--- config.mk ---
export PLATFORM = sky130hd
export DESIGN_NAME = regfile_wb_arbiter_flat
export DESIGN_NICKNAME = d
export VERILOG_FILES = /design/src/rtl/rf_pkg.sv /design/src/rtl/regfile_wb_arbiter_if.sv /design/src/rtl/wb_fifo.sv /design/src/rtl/regfile_wb_arbiter.sv /design/src/flat_wrapper.sv
export SDC_FILE = /design/constraint.sdc
export NUM_CORES = 1
export LEC_CHECK = 0
export CAP_MARGIN = 20
export CORE_MARGIN = 1.5
export CORE_UTILIZATION = 50
export DETAILED_ROUTE_END_ITERATION = 8
export PLACE_DENSITY = 0.75
export SLEW_MARGIN = 0
export SYNTH_ARGS = -nofsm -noshare
export SYNTH_HDL_FRONTEND = slang
export SYNTH_HIERARCHICAL = 1
export SYNTH_SLANG_ARGS = --single-unit
--- constraint.sdc ---
create_clock -name clk -period 8.2 [get_ports clk]
set_input_delay 1.64 -clock clk [delete_from_list [all_inputs] [get_ports clk]]
set_output_delay 1.64 -clock clk [all_outputs]
set_load 0.005 [all_outputs]
--- src/rtl/rf_pkg.sv ---
// Shared types for the register-file writeback arbiter and its result FIFO.
package rf_pkg;

    localparam int REG_W          = 5;
    localparam int WORD_W         = 32;
    localparam int DEF_FIFO_DEPTH = 4;
    localparam int DEF_STARVE_MAX = 8;
    localparam int DEF_NREG       = 32;

    typedef logic [REG_W-1:0]  reg_idx_t;
    typedef logic [WORD_W-1:0] word_t;

    typedef struct packed {
        reg_idx_t wn;
        word_t    wd;
    } wb_entry_t;

    typedef enum logic {
        INT_PRIO,
        FPU_PRIO
    } arb_state_e;

    typedef enum logic [1:0] {
        WB_NONE,
        WB_INT,
        WB_FPU
    } wb_src_e;

    // Register 0 is hardwired to zero, so any write aimed at it is dropped.
    function automatic logic is_r0(input reg_idx_t r);
        return r == '0;
    endfunction

endpackage

--- src/rtl/regfile_wb_arbiter_if.sv ---
// Core-side bus of the writeback arbiter: integer writeback, decode sources,
// FPU issue/result handshake and the register-file write port.
interface regfile_wb_arbiter_if;
    import rf_pkg::*;

    logic     int_we;
    reg_idx_t int_wn;
    word_t    int_wd;
    reg_idx_t rs;
    reg_idx_t rt;
    logic     fpu_issue;
    reg_idx_t fpu_issue_wn;
    logic     fpu_valid;
    reg_idx_t fpu_wn;
    word_t    fpu_wd;
    logic     fpu_ready;
    logic     rf_we;
    reg_idx_t rf_wn;
    word_t    rf_wd;
    logic     stall;

    // Core / FPU side
    modport master (
        output int_we, int_wn, int_wd, rs, rt,
        output fpu_issue, fpu_issue_wn, fpu_valid, fpu_wn, fpu_wd,
        input  fpu_ready, rf_we, rf_wn, rf_wd, stall
    );

    // Arbiter side
    modport slave (
        input  int_we, int_wn, int_wd, rs, rt,
        input  fpu_issue, fpu_issue_wn, fpu_valid, fpu_wn, fpu_wd,
        output fpu_ready, rf_we, rf_wn, rf_wd, stall
    );

endinterface

--- src/rtl/wb_fifo.sv ---
// Small synchronous FIFO buffering FPU results until the write port is free.
// The head is visible combinationally so it can be written in the same cycle.
module wb_fifo
    import rf_pkg::*;
#(
    parameter int DEPTH = DEF_FIFO_DEPTH
) (
    input  logic      clk,
    input  logic      rst,
    input  logic      push,
    input  wb_entry_t push_data,
    input  logic      pop,
    output logic      full,
    output logic      empty,
    output wb_entry_t head
);

    localparam int PTR_W = $clog2(DEPTH);
    localparam int CNT_W = PTR_W + 1;

    wb_entry_t mem [DEPTH];

    logic [PTR_W-1:0] wr_ptr_q, wr_ptr_d;
    logic [PTR_W-1:0] rd_ptr_q, rd_ptr_d;
    logic [CNT_W-1:0] count_q, count_d;
    logic             do_push;
    logic             do_pop;

    assign full    = (count_q == CNT_W'(DEPTH));
    assign empty   = (count_q == '0);
    assign head    = mem[rd_ptr_q];
    // A full FIFO never takes a push, even if it pops in the same cycle.
    assign do_push = push & ~full;
    assign do_pop  = pop & ~empty;

    // Next pointers/count; depth is a power of two so pointers wrap naturally.
    always_comb begin
        wr_ptr_d = wr_ptr_q + PTR_W'(do_push);
        rd_ptr_d = rd_ptr_q + PTR_W'(do_pop);
        count_d  = count_q + CNT_W'(do_push) - CNT_W'(do_pop);
    end

    // Pointer and occupancy registers.
    always_ff @(posedge clk) begin
        if (rst) begin
            wr_ptr_q <= '0;
            rd_ptr_q <= '0;
            count_q  <= '0;
        end else begin
            wr_ptr_q <= wr_ptr_d;
            rd_ptr_q <= rd_ptr_d;
            count_q  <= count_d;
        end
    end

    // Entry storage; contents need no reset since the count gates visibility.
    always_ff @(posedge clk) begin
        if (do_push && !rst) begin
            mem[wr_ptr_q] <= push_data;
        end
    end

endmodule

--- src/rtl/regfile_wb_arbiter.sv ---
// Arbiter for the single register-file write port shared by the integer
// datapath and the FPU. Tracks in-flight FPU destinations in a scoreboard,
// stalls the core on hazards against them, and forces an FPU slot after the
// buffered head has lost the port STARVE_MAX times in a row.
module regfile_wb_arbiter
    import rf_pkg::*;
#(
    parameter int FIFO_DEPTH = DEF_FIFO_DEPTH,
    parameter int STARVE_MAX = DEF_STARVE_MAX,
    parameter int NREG       = DEF_NREG
) (
    input  logic                 clk,
    input  logic                 rst,
    regfile_wb_arbiter_if.slave  bus
);

    localparam int ST_W = $clog2(STARVE_MAX + 1);

    arb_state_e      state_q, state_d;
    logic [ST_W-1:0] starve_q, starve_d;
    logic [NREG-1:0] sb_q, sb_d;

    logic      fifo_full;
    logic      fifo_empty;
    logic      fifo_push;
    logic      fifo_pop;
    wb_entry_t fifo_head;
    wb_entry_t fifo_in;
    logic      hazard;
    wb_src_e   wb_src;
    logic      rf_we_c;
    reg_idx_t  rf_wn_c;
    word_t     rf_wd_c;

    assign fifo_in   = '{wn: bus.fpu_wn, wd: bus.fpu_wd};
    assign fifo_push = bus.fpu_valid & ~fifo_full & ~rst;
    assign fifo_pop  = (wb_src == WB_FPU);

    wb_fifo #(
        .DEPTH (FIFO_DEPTH)
    ) u_fifo (
        .clk       (clk),
        .rst       (rst),
        .push      (fifo_push),
        .push_data (fifo_in),
        .pop       (fifo_pop),
        .full      (fifo_full),
        .empty     (fifo_empty),
        .head      (fifo_head)
    );

    // A pending bit stays visible through the cycle its result is written.
    assign hazard = sb_q[bus.rs] | sb_q[bus.rt] | (bus.int_we & sb_q[bus.int_wn]);

    // Port arbitration and next state / starvation count.
    always_comb begin
        wb_src   = WB_NONE;
        state_d  = state_q;
        starve_d = starve_q;
        case (state_q)
            INT_PRIO: begin
                if (bus.int_we && !hazard) begin
                    wb_src = WB_INT;
                    if (!fifo_empty) begin
                        starve_d = starve_q + ST_W'(1);
                    end
                end else if (!fifo_empty) begin
                    wb_src   = WB_FPU;
                    starve_d = '0;
                end
                if (starve_d == ST_W'(STARVE_MAX)) begin
                    state_d = FPU_PRIO;
                end
            end
            FPU_PRIO: begin
                if (!fifo_empty) begin
                    wb_src = WB_FPU;
                end
                state_d  = INT_PRIO;
                starve_d = '0;
            end
            default: begin
                state_d  = INT_PRIO;
                starve_d = '0;
            end
        endcase
        // Nothing reaches the register file while reset is held.
        if (rst) begin
            wb_src = WB_NONE;
        end
    end

    // Scoreboard update: a new issue outranks a same-index clear.
    always_comb begin
        sb_d = sb_q;
        if (fifo_pop) begin
            sb_d[fifo_head.wn] = 1'b0;
        end
        if (bus.fpu_issue) begin
            sb_d[bus.fpu_issue_wn] = 1'b1;
        end
        sb_d[0] = 1'b0;
    end

    // Write-port mux; idle port drives zero index/data.
    always_comb begin
        rf_we_c = 1'b0;
        rf_wn_c = '0;
        rf_wd_c = '0;
        case (wb_src)
            WB_INT: begin
                rf_we_c = ~is_r0(bus.int_wn);
                rf_wn_c = bus.int_wn;
                rf_wd_c = bus.int_wd;
            end
            WB_FPU: begin
                rf_we_c = ~is_r0(fifo_head.wn);
                rf_wn_c = fifo_head.wn;
                rf_wd_c = fifo_head.wd;
            end
            default: begin
                rf_we_c = 1'b0;
            end
        endcase
    end

    // Arbiter FSM, starvation counter and scoreboard registers.
    always_ff @(posedge clk) begin
        if (rst) begin
            state_q  <= INT_PRIO;
            starve_q <= '0;
            sb_q     <= '0;
        end else begin
            state_q  <= state_d;
            starve_q <= starve_d;
            sb_q     <= sb_d;
        end
    end

    assign bus.rf_we     = rf_we_c;
    assign bus.rf_wn     = rf_wn_c;
    assign bus.rf_wd     = rf_wd_c;
    assign bus.stall     = ~rst & (hazard | (state_q == FPU_PRIO));
    assign bus.fpu_ready = rst | ~fifo_full;

endmodule

--- src/flat_wrapper.sv ---
// flat-port wrapper written by rule: the top's interface ports become plain ports
module regfile_wb_arbiter_flat import rf_pkg::*;
#(
    parameter int FIFO_DEPTH = DEF_FIFO_DEPTH,
    parameter int STARVE_MAX = DEF_STARVE_MAX,
    parameter int NREG       = DEF_NREG
)
  (clk, rst, bus_int_we, bus_int_wn, bus_int_wd, bus_rs, bus_rt, bus_fpu_issue, bus_fpu_issue_wn, bus_fpu_valid, bus_fpu_wn, bus_fpu_wd, bus_fpu_ready, bus_rf_we, bus_rf_wn, bus_rf_wd, bus_stall);
  regfile_wb_arbiter_if bus_i ();
  input  logic clk;
  input  logic rst;
  input wire logic [$bits(bus_i.int_we)-1:0] bus_int_we;
  input wire logic [$bits(bus_i.int_wn)-1:0] bus_int_wn;
  input wire logic [$bits(bus_i.int_wd)-1:0] bus_int_wd;
  input wire logic [$bits(bus_i.rs)-1:0] bus_rs;
  input wire logic [$bits(bus_i.rt)-1:0] bus_rt;
  input wire logic [$bits(bus_i.fpu_issue)-1:0] bus_fpu_issue;
  input wire logic [$bits(bus_i.fpu_issue_wn)-1:0] bus_fpu_issue_wn;
  input wire logic [$bits(bus_i.fpu_valid)-1:0] bus_fpu_valid;
  input wire logic [$bits(bus_i.fpu_wn)-1:0] bus_fpu_wn;
  input wire logic [$bits(bus_i.fpu_wd)-1:0] bus_fpu_wd;
  output wire logic [$bits(bus_i.fpu_ready)-1:0] bus_fpu_ready;
  output wire logic [$bits(bus_i.rf_we)-1:0] bus_rf_we;
  output wire logic [$bits(bus_i.rf_wn)-1:0] bus_rf_wn;
  output wire logic [$bits(bus_i.rf_wd)-1:0] bus_rf_wd;
  output wire logic [$bits(bus_i.stall)-1:0] bus_stall;
  assign bus_i.int_we = bus_int_we;
  assign bus_i.int_wn = bus_int_wn;
  assign bus_i.int_wd = bus_int_wd;
  assign bus_i.rs = bus_rs;
  assign bus_i.rt = bus_rt;
  assign bus_i.fpu_issue = bus_fpu_issue;
  assign bus_i.fpu_issue_wn = bus_fpu_issue_wn;
  assign bus_i.fpu_valid = bus_fpu_valid;
  assign bus_i.fpu_wn = bus_fpu_wn;
  assign bus_i.fpu_wd = bus_fpu_wd;
  assign bus_fpu_ready = bus_i.fpu_ready;
  assign bus_rf_we = bus_i.rf_we;
  assign bus_rf_wn = bus_i.rf_wn;
  assign bus_rf_wd = bus_i.rf_wd;
  assign bus_stall = bus_i.stall;
  regfile_wb_arbiter #(.FIFO_DEPTH(FIFO_DEPTH), .STARVE_MAX(STARVE_MAX), .NREG(NREG)) u_core (.clk(clk), .rst(rst), .bus(bus_i));
endmodule
== Yosys cells after proc, flatten, opt, wreduce, memory -nomap -nowiden ==
Memories as Yosys holds them, arrays and structs flattened. A register that Yosys moved wholly into a read port is not among the register bits.
Index checks and enable logic that the tools add are counted.

* Input bits: 94
* Memories: 1
* Bits in writable memories: 148
* Bits in registers: 44
* Output and inout bits: 40

{| class="wikitable"
|+ Memories
! name !! depth !! bits a word !! rd ports !! clocked after Yosys merged registers in !! wr ports !! line !! text
|-
| u_core.u_fifo.mem || 4 || 37 || 1 || 1 || 1 || wb_fifo.sv:21 || <nowiki>wb_entry_t mem [DEPTH];</nowiki>
|}

* Mux-type cells: 29
* Bitwise operators: 19
* Reductions and logical operators: 9
* $lt $le $gt $ge: 7
* Add/sub/neg operators: 5
* Eq/ne operators: 4

{| class="wikitable"
|+ Operator list
! kind !! number
|-
| two-way mux 32 bit || 2
|-
| one-hot mux 32 bit (2 select lines) || 1
|-
| bitwise AND 32 bit || 1
|-
| NOT 32 bit || 1
|-
| bitwise OR 32 bit || 1
|-
| < comparator 5 x 6 -> 1 bit, second input constant || 5
|-
| two-way mux 4 bit || 4
|-
| binary-select mux 1 bit (select 5 bit) || 3
|-
| demux 1 bit (select 5 bit) || 2
|-
| greater-or-equal comparator 5 x 1 -> 1 bit, second input constant || 2
|-
| zero test 5 bit || 2
|-
| one-hot mux 5 bit (2 select lines) || 1
|-
| two-way mux 1 bit || 8
|-
| two-way mux 2 bit || 4
|-
| one-hot mux 4 bit (2 select lines) || 1
|-
| bitwise AND 1 bit || 6
|-
| NOT 1 bit || 6
|-
| adder 2 x 1 -> 2 bit || 2
|-
| adder 4 x 1 -> 4 bit, second input constant || 1
|-
| equality test 4 bit, second input constant || 1
|-
| logical AND 1 bit || 4
|-
| bitwise OR 1 bit || 4
|-
| one-hot mux 1 bit (2 select lines) || 2
|-
| one-hot mux 2 bit (2 select lines) || 1
|-
| 7 further kinds || 8
|}

== Depth between registers and ports, before layout ==
* Depth after elaboration: 13
* Mapped depth: 16

== By module ==
The synthesis kept the hierarchy.

{| class="wikitable"
|+ Modules (own cells, without submodules)
! module !! instances !! area each (um2) !! cells an instance !! sequential area each (um2)
|-
| wb_fifo || 1 || 5720.5 || 231 || 4584.4
|-
| regfile_wb_arbiter || 1 || 3052.9 || 385 || 720.7
|}

== Least setup slack after synthesis ==
OpenSTA, ideal clock, no wires.

* Path type: input port to flip-flop
* Start: in rst
* End: mem u_core/u_fifo/mem[0][0] in the netlist's numbering, enable pin
* Data required time: 7.676 ns
* Path buffers: 2
* Library setup time: 0.524 ns
* Slack: 1.930 ns
* Data arrival time: 5.746 ns
* Stages on the path: 5
* Path through: clkbuf_1 nor3b_1 nand2b_1 buf_4 nor4_1

* Word-level cells in the longest chain between the ends: 6

{| class="wikitable"
|+ Ends and longest elaborated chain
! element !! line !! text
|-
| start: declaration || flat_wrapper.sv:11 || <nowiki>input logic rst;</nowiki>
|-
| NOT 1 bit || regfile_wb_arbiter.sv:36 || <nowiki>assign fifo_push = bus.fpu_valid & ~fifo_full & ~rst;</nowiki>
|-
| bitwise AND 1 bit || regfile_wb_arbiter.sv:36 ||
|-
| via u_core.fifo_push || regfile_wb_arbiter.sv:25 || <nowiki>logic fifo_push;</nowiki>
|-
| bitwise AND 1 bit || wb_fifo.sv:33 || <nowiki>assign do_push = push & ~full;</nowiki>
|-
| logical AND 1 bit || wb_fifo.sv:58 || <nowiki>if (do_push && !rst) begin</nowiki>
|-
| two-way mux 1 bit || wb_fifo.sv:58 ||
|-
| two-way mux 1 bit (implied by the code) || wb_fifo.sv:59 || <nowiki>mem[wr_ptr_q] <= push_data;</nowiki>
|-
| end: declaration || wb_fifo.sv:21 ||
|}

The timed path passes the listed nets, and every way through them passes these cells.

== Worst setup path after layout ==
* Start: in bus_int_wn[0]
* End: out bus_rf_wd[20]

* Word-level cells in the longest chain between the ends: 11

{| class="wikitable"
|+ Ends and longest elaborated chain
! element !! line !! text
|-
| start: declaration || flat_wrapper.sv:13 || <nowiki>input wire logic [$bits(bus_i.int_wn)-1:0] bus_int_wn;</nowiki>
|-
| binary-select mux 1 bit (select 5 bit) || regfile_wb_arbiter.sv:53 || <nowiki>assign hazard = sb_q[bus.rs] | sb_q[bus.rt] | (bus.int_we & sb_q[bus.int_wn]);</nowiki>
|-
| two-way mux 1 bit (implied by the code) || regfile_wb_arbiter.sv:53 ||
|-
| bitwise AND 1 bit || regfile_wb_arbiter.sv:53 ||
|-
| bitwise OR 1 bit || regfile_wb_arbiter.sv:53 ||
|-
| zero test 1 bit || regfile_wb_arbiter.sv:62 || <nowiki>if (bus.int_we && !hazard) begin</nowiki>
|-
| logical AND 1 bit || regfile_wb_arbiter.sv:62 ||
|-
| two-way mux 2 bit || regfile_wb_arbiter.sv:62 ||
|-
| one-hot mux 2 bit (2 select lines) || regfile_wb_arbiter.sv:60 || <nowiki>case (state_q)</nowiki>
|-
| two-way mux 2 bit || regfile_wb_arbiter.sv:88 || <nowiki>if (rst) begin</nowiki>
|-
| equality test 2 bit || - ||
|-
| via u_core.fifo_pop || regfile_wb_arbiter.sv:26 || <nowiki>logic fifo_pop;</nowiki>
|-
| one-hot mux 32 bit (2 select lines) || regfile_wb_arbiter.sv:110 || <nowiki>case (wb_src)</nowiki>
|-
| end: declaration || flat_wrapper.sv:25 || <nowiki>output wire logic [$bits(bus_i.rf_wd)-1:0] bus_rf_wd;</nowiki>
|}

The timed path passes the listed nets, and every way through them passes these cells. The select of a mux whose other input is x is not followed.

==> metrics.txt <==
H-tree depth=4; maximum VDD drop=166 uV; WHS Path Cells=2; status=complete, no violations; Critical Path RT=6560 ps; Syn Nets=718; CP Max Fanout=20; number of global-route vias before repair=5954; pre-CTS setup slack=686 ps; Pleak=3.42 nW; setup bufs post-CTS=0; Finished Core Util=0.629; initial core utilization=0.509; CTS tree=yes; Post-CTS Hold Fix Bufs=0; Final ANT Viol Nets=0; RSZ-0062 raised after global routing=false; top_reg_cell synth=edfxtp_1; Area growth, synth to finish=23.5%; CP Data Arrival Time=5930 ps; layout cells sized above 1=0.144; Final Cycle Share=0.924; CTS max path bufs=2; Seq/Total Area, Yosys=0.605; core footprint=17200 um^2; Die ar.=18400 um^2; Hold WC Path Type=reg -> reg; via count=5924; Mapped Cells=616; Total GRT Usage=0.235; slowest CP cell=clkdlybuf4s50_1; Fillers=1239; max-slew violations=0; worst skew pair latency=430 ps; number of port buffers=133; clk_skew=9.88 ps; die height=135 um; CTS Buf Count=17; Worst Reg-to-Reg Cells=15; row cnt=48; crit path cell chain=clkdlybuf4s50_1 -> mux4_2 -> nor4b_1 -> a211oi_1 -> a21boi_2 -> nand4_4 -> o21ai_0 -> inv_1 -> ha_1 -> buf_4 -> a22oi_1 -> nor2_1 -> clkdlybuf4s50_1; Setup TNS Final=0 ps; Post-synth EDFFs=148; cell repeated most along the worst path=clkdlybuf4s50_1; crit path time final=7570 ps; worst slew pin tran=1030 ps; largest net degree at the start of global routing=45; Critical Path Source Type=primary input; Die Width=135 um; DRC violations left=0; asr flop ratio synth=0; routability cong.=0.895; Via density=6.09; Synthesis Warnings=6; PostCTS Resize Cnt=0; final net count=838; Mapped Area=8770 um^2; pwr dens=209 nW/um^2; FF/Latch Area=5310 um^2; # setup viols final=0; Root Driver=clkbuf_16; first-pass GRT wire length=32300 um; Worst Setup End Kind=primary output; MaxCap Viol Count=0; post-synthesis area per instance=14.2 um^2; number of iterations in the first detailed-routing pass=5; final wirelength=20500 um; Worst-path clk slew=60 ps; Seq cells post-synth=191; n_diodes=0; Clock Sink Count=191; FMAX=0.132 GHz; wire length per cell=21.0 um; commonest non-fill, non-tap cell in the layout=edfxtp_1; Largest stage delay, worst path=770 ps; initial antenna violation count=0; global route total overflow=0; distinct cell type count after synthesis=58; final hold vios=0; post-route setup slack=626 ps; I/O pin total=134; post-DP HPWL=13500 um; multi-input logic area=3260 um^2; commonest non-fill, non-tap cells in the layout=148 x edfxtp_1, 133 x clkdlybuf4s50_1, 58 x nor2_1; CP Class=in -> out; DR iter-0 viols=500; Rel. slew slack=0.307
==> area by class of cell <==
cell class,instances,share of cell area
multi-input cells,378,0.301
repair buffers,141,0.128
flip-flops and latches,191,0.490
inverters,7,0.00242
well taps,225,0.0260
clock buffers,17,0.0393
clock inverters,14,0.0130
==> synthesized netlist by cell type (5+ instances only) <==
| cell type | count | area, um^2 |
|---|---|---|
| xor2_1 | 5 | 43.8 |
| nand2b_1 | 5 | 31.3 |
| dfxtp_1 | 43 | 861 |
| nor3b_1 | 5 | 37.5 |
| nand2_1 | 44 | 165 |
| inv_1 | 7 | 26.3 |
| buf_2 | 5 | 25.0 |
| a22oi_1 | 37 | 278 |
| clkbuf_1 | 23 | 86.3 |
| ha_1 | 7 | 87.6 |
| mux2i_1 | 10 | 100 |
| mux2_2 | 5 | 56.3 |
| nor3_1 | 5 | 25.0 |
| nor2b_1 | 6 | 37.5 |
| nand3b_1 | 11 | 82.6 |
| a21oi_1 | 36 | 180 |
| o21ai_0 | 35 | 175 |
| mux4_1 | 6 | 158 |
| nor2_1 | 58 | 218 |
| edfxtp_1 | 148 | 4440 |
| buf_6 | 5 | 56.3 |
| mux4_2 | 47 | 1060 |
==> critical path, delay by kind of cell <==
kind	cells	cell delay [ps]
buffers and inverters	4	1720
AND/OR/NAND/NOR	3	550
AO/OA/AOI/OAI	4	880
adder cells (fa/ha/maj)	1	530
multiplexers	1	570
==> routing by layer <==
| metal | vias up | wire [um] | GRT usage |
|---|---|---|---|
| met5 | - | 0 | 0 |
| met4 | 0 | 382 | 0.0747 |
| met3 | 32 | 1620 | 0.0535 |
| met2 | 288 | 10200 | 0.385 |
| met1 | 2936 | 8290 | 0.313 |
| li1 | 2668 | - | - |
==> state kept, by name, indices dropped and copies added, names as in the netlist <==
register,cells
u_core/state_q,1
u_core/starve_q,4
u_core/u_fifo/count_q,3
u_core/sb_q,31
u_core/u_fifo/wr_ptr_q,2
u_core/u_fifo/rd_ptr_q,2
u_core/u_fifo/mem,148
==> stage by stage <==
stage	hold slack, ps	power (mW)	cell area (um^2)	std cells
floorplan	466	1.34	8770	616
global placement	485	1.47	10300	942
detailed placement	504	1.48	10300	942
CTS	513	2.28	10800	973
global route	534	2.35	10800	973
finish	514	2.26	10800	973
==> power breakdown <==
part / internal (mW) / switching, mW / leakage [nW]
combinational: 0.177 / 0.197 / 1.46
sequential: 1.07 / 0.0198 / 1.68
clock: 0.447 / 0.347 / 0.282
total: 1.70 / 0.564 / 3.42
==> kinds of logic (layout without fill, tap and decap cells) <==
group | Yosys count | in the layout | share of synthesized area
AO/OA/AOI/OAI | 127 | 127 | 0.0923
XOR/XNOR | 8 | 8 | 0.00799
adder cells (fa/ha/maj) | 8 | 8 | 0.0123
buffers and inverters | 47 | 179 | 0.0270
flip-flops | 191 | 191 | 0.605
multiplexers | 68 | 68 | 0.156
AND/OR/NAND/NOR | 167 | 167 | 0.0994
==> final timing paths <==
kind	from	to	slack [ps]
max reg2reg	u_core/sb_q[11]	u_core/u_fifo/count_q[2]	4040
max	bus_int_wn[0]	bus_rf_wd[20]	630
min reg2reg	u_core/starve_q[1]	u_core/starve_q[1]	510
min	u_core/starve_q[1]	u_core/starve_q[1]	510
No activity file was read; power rests on OpenSTA's default activity.
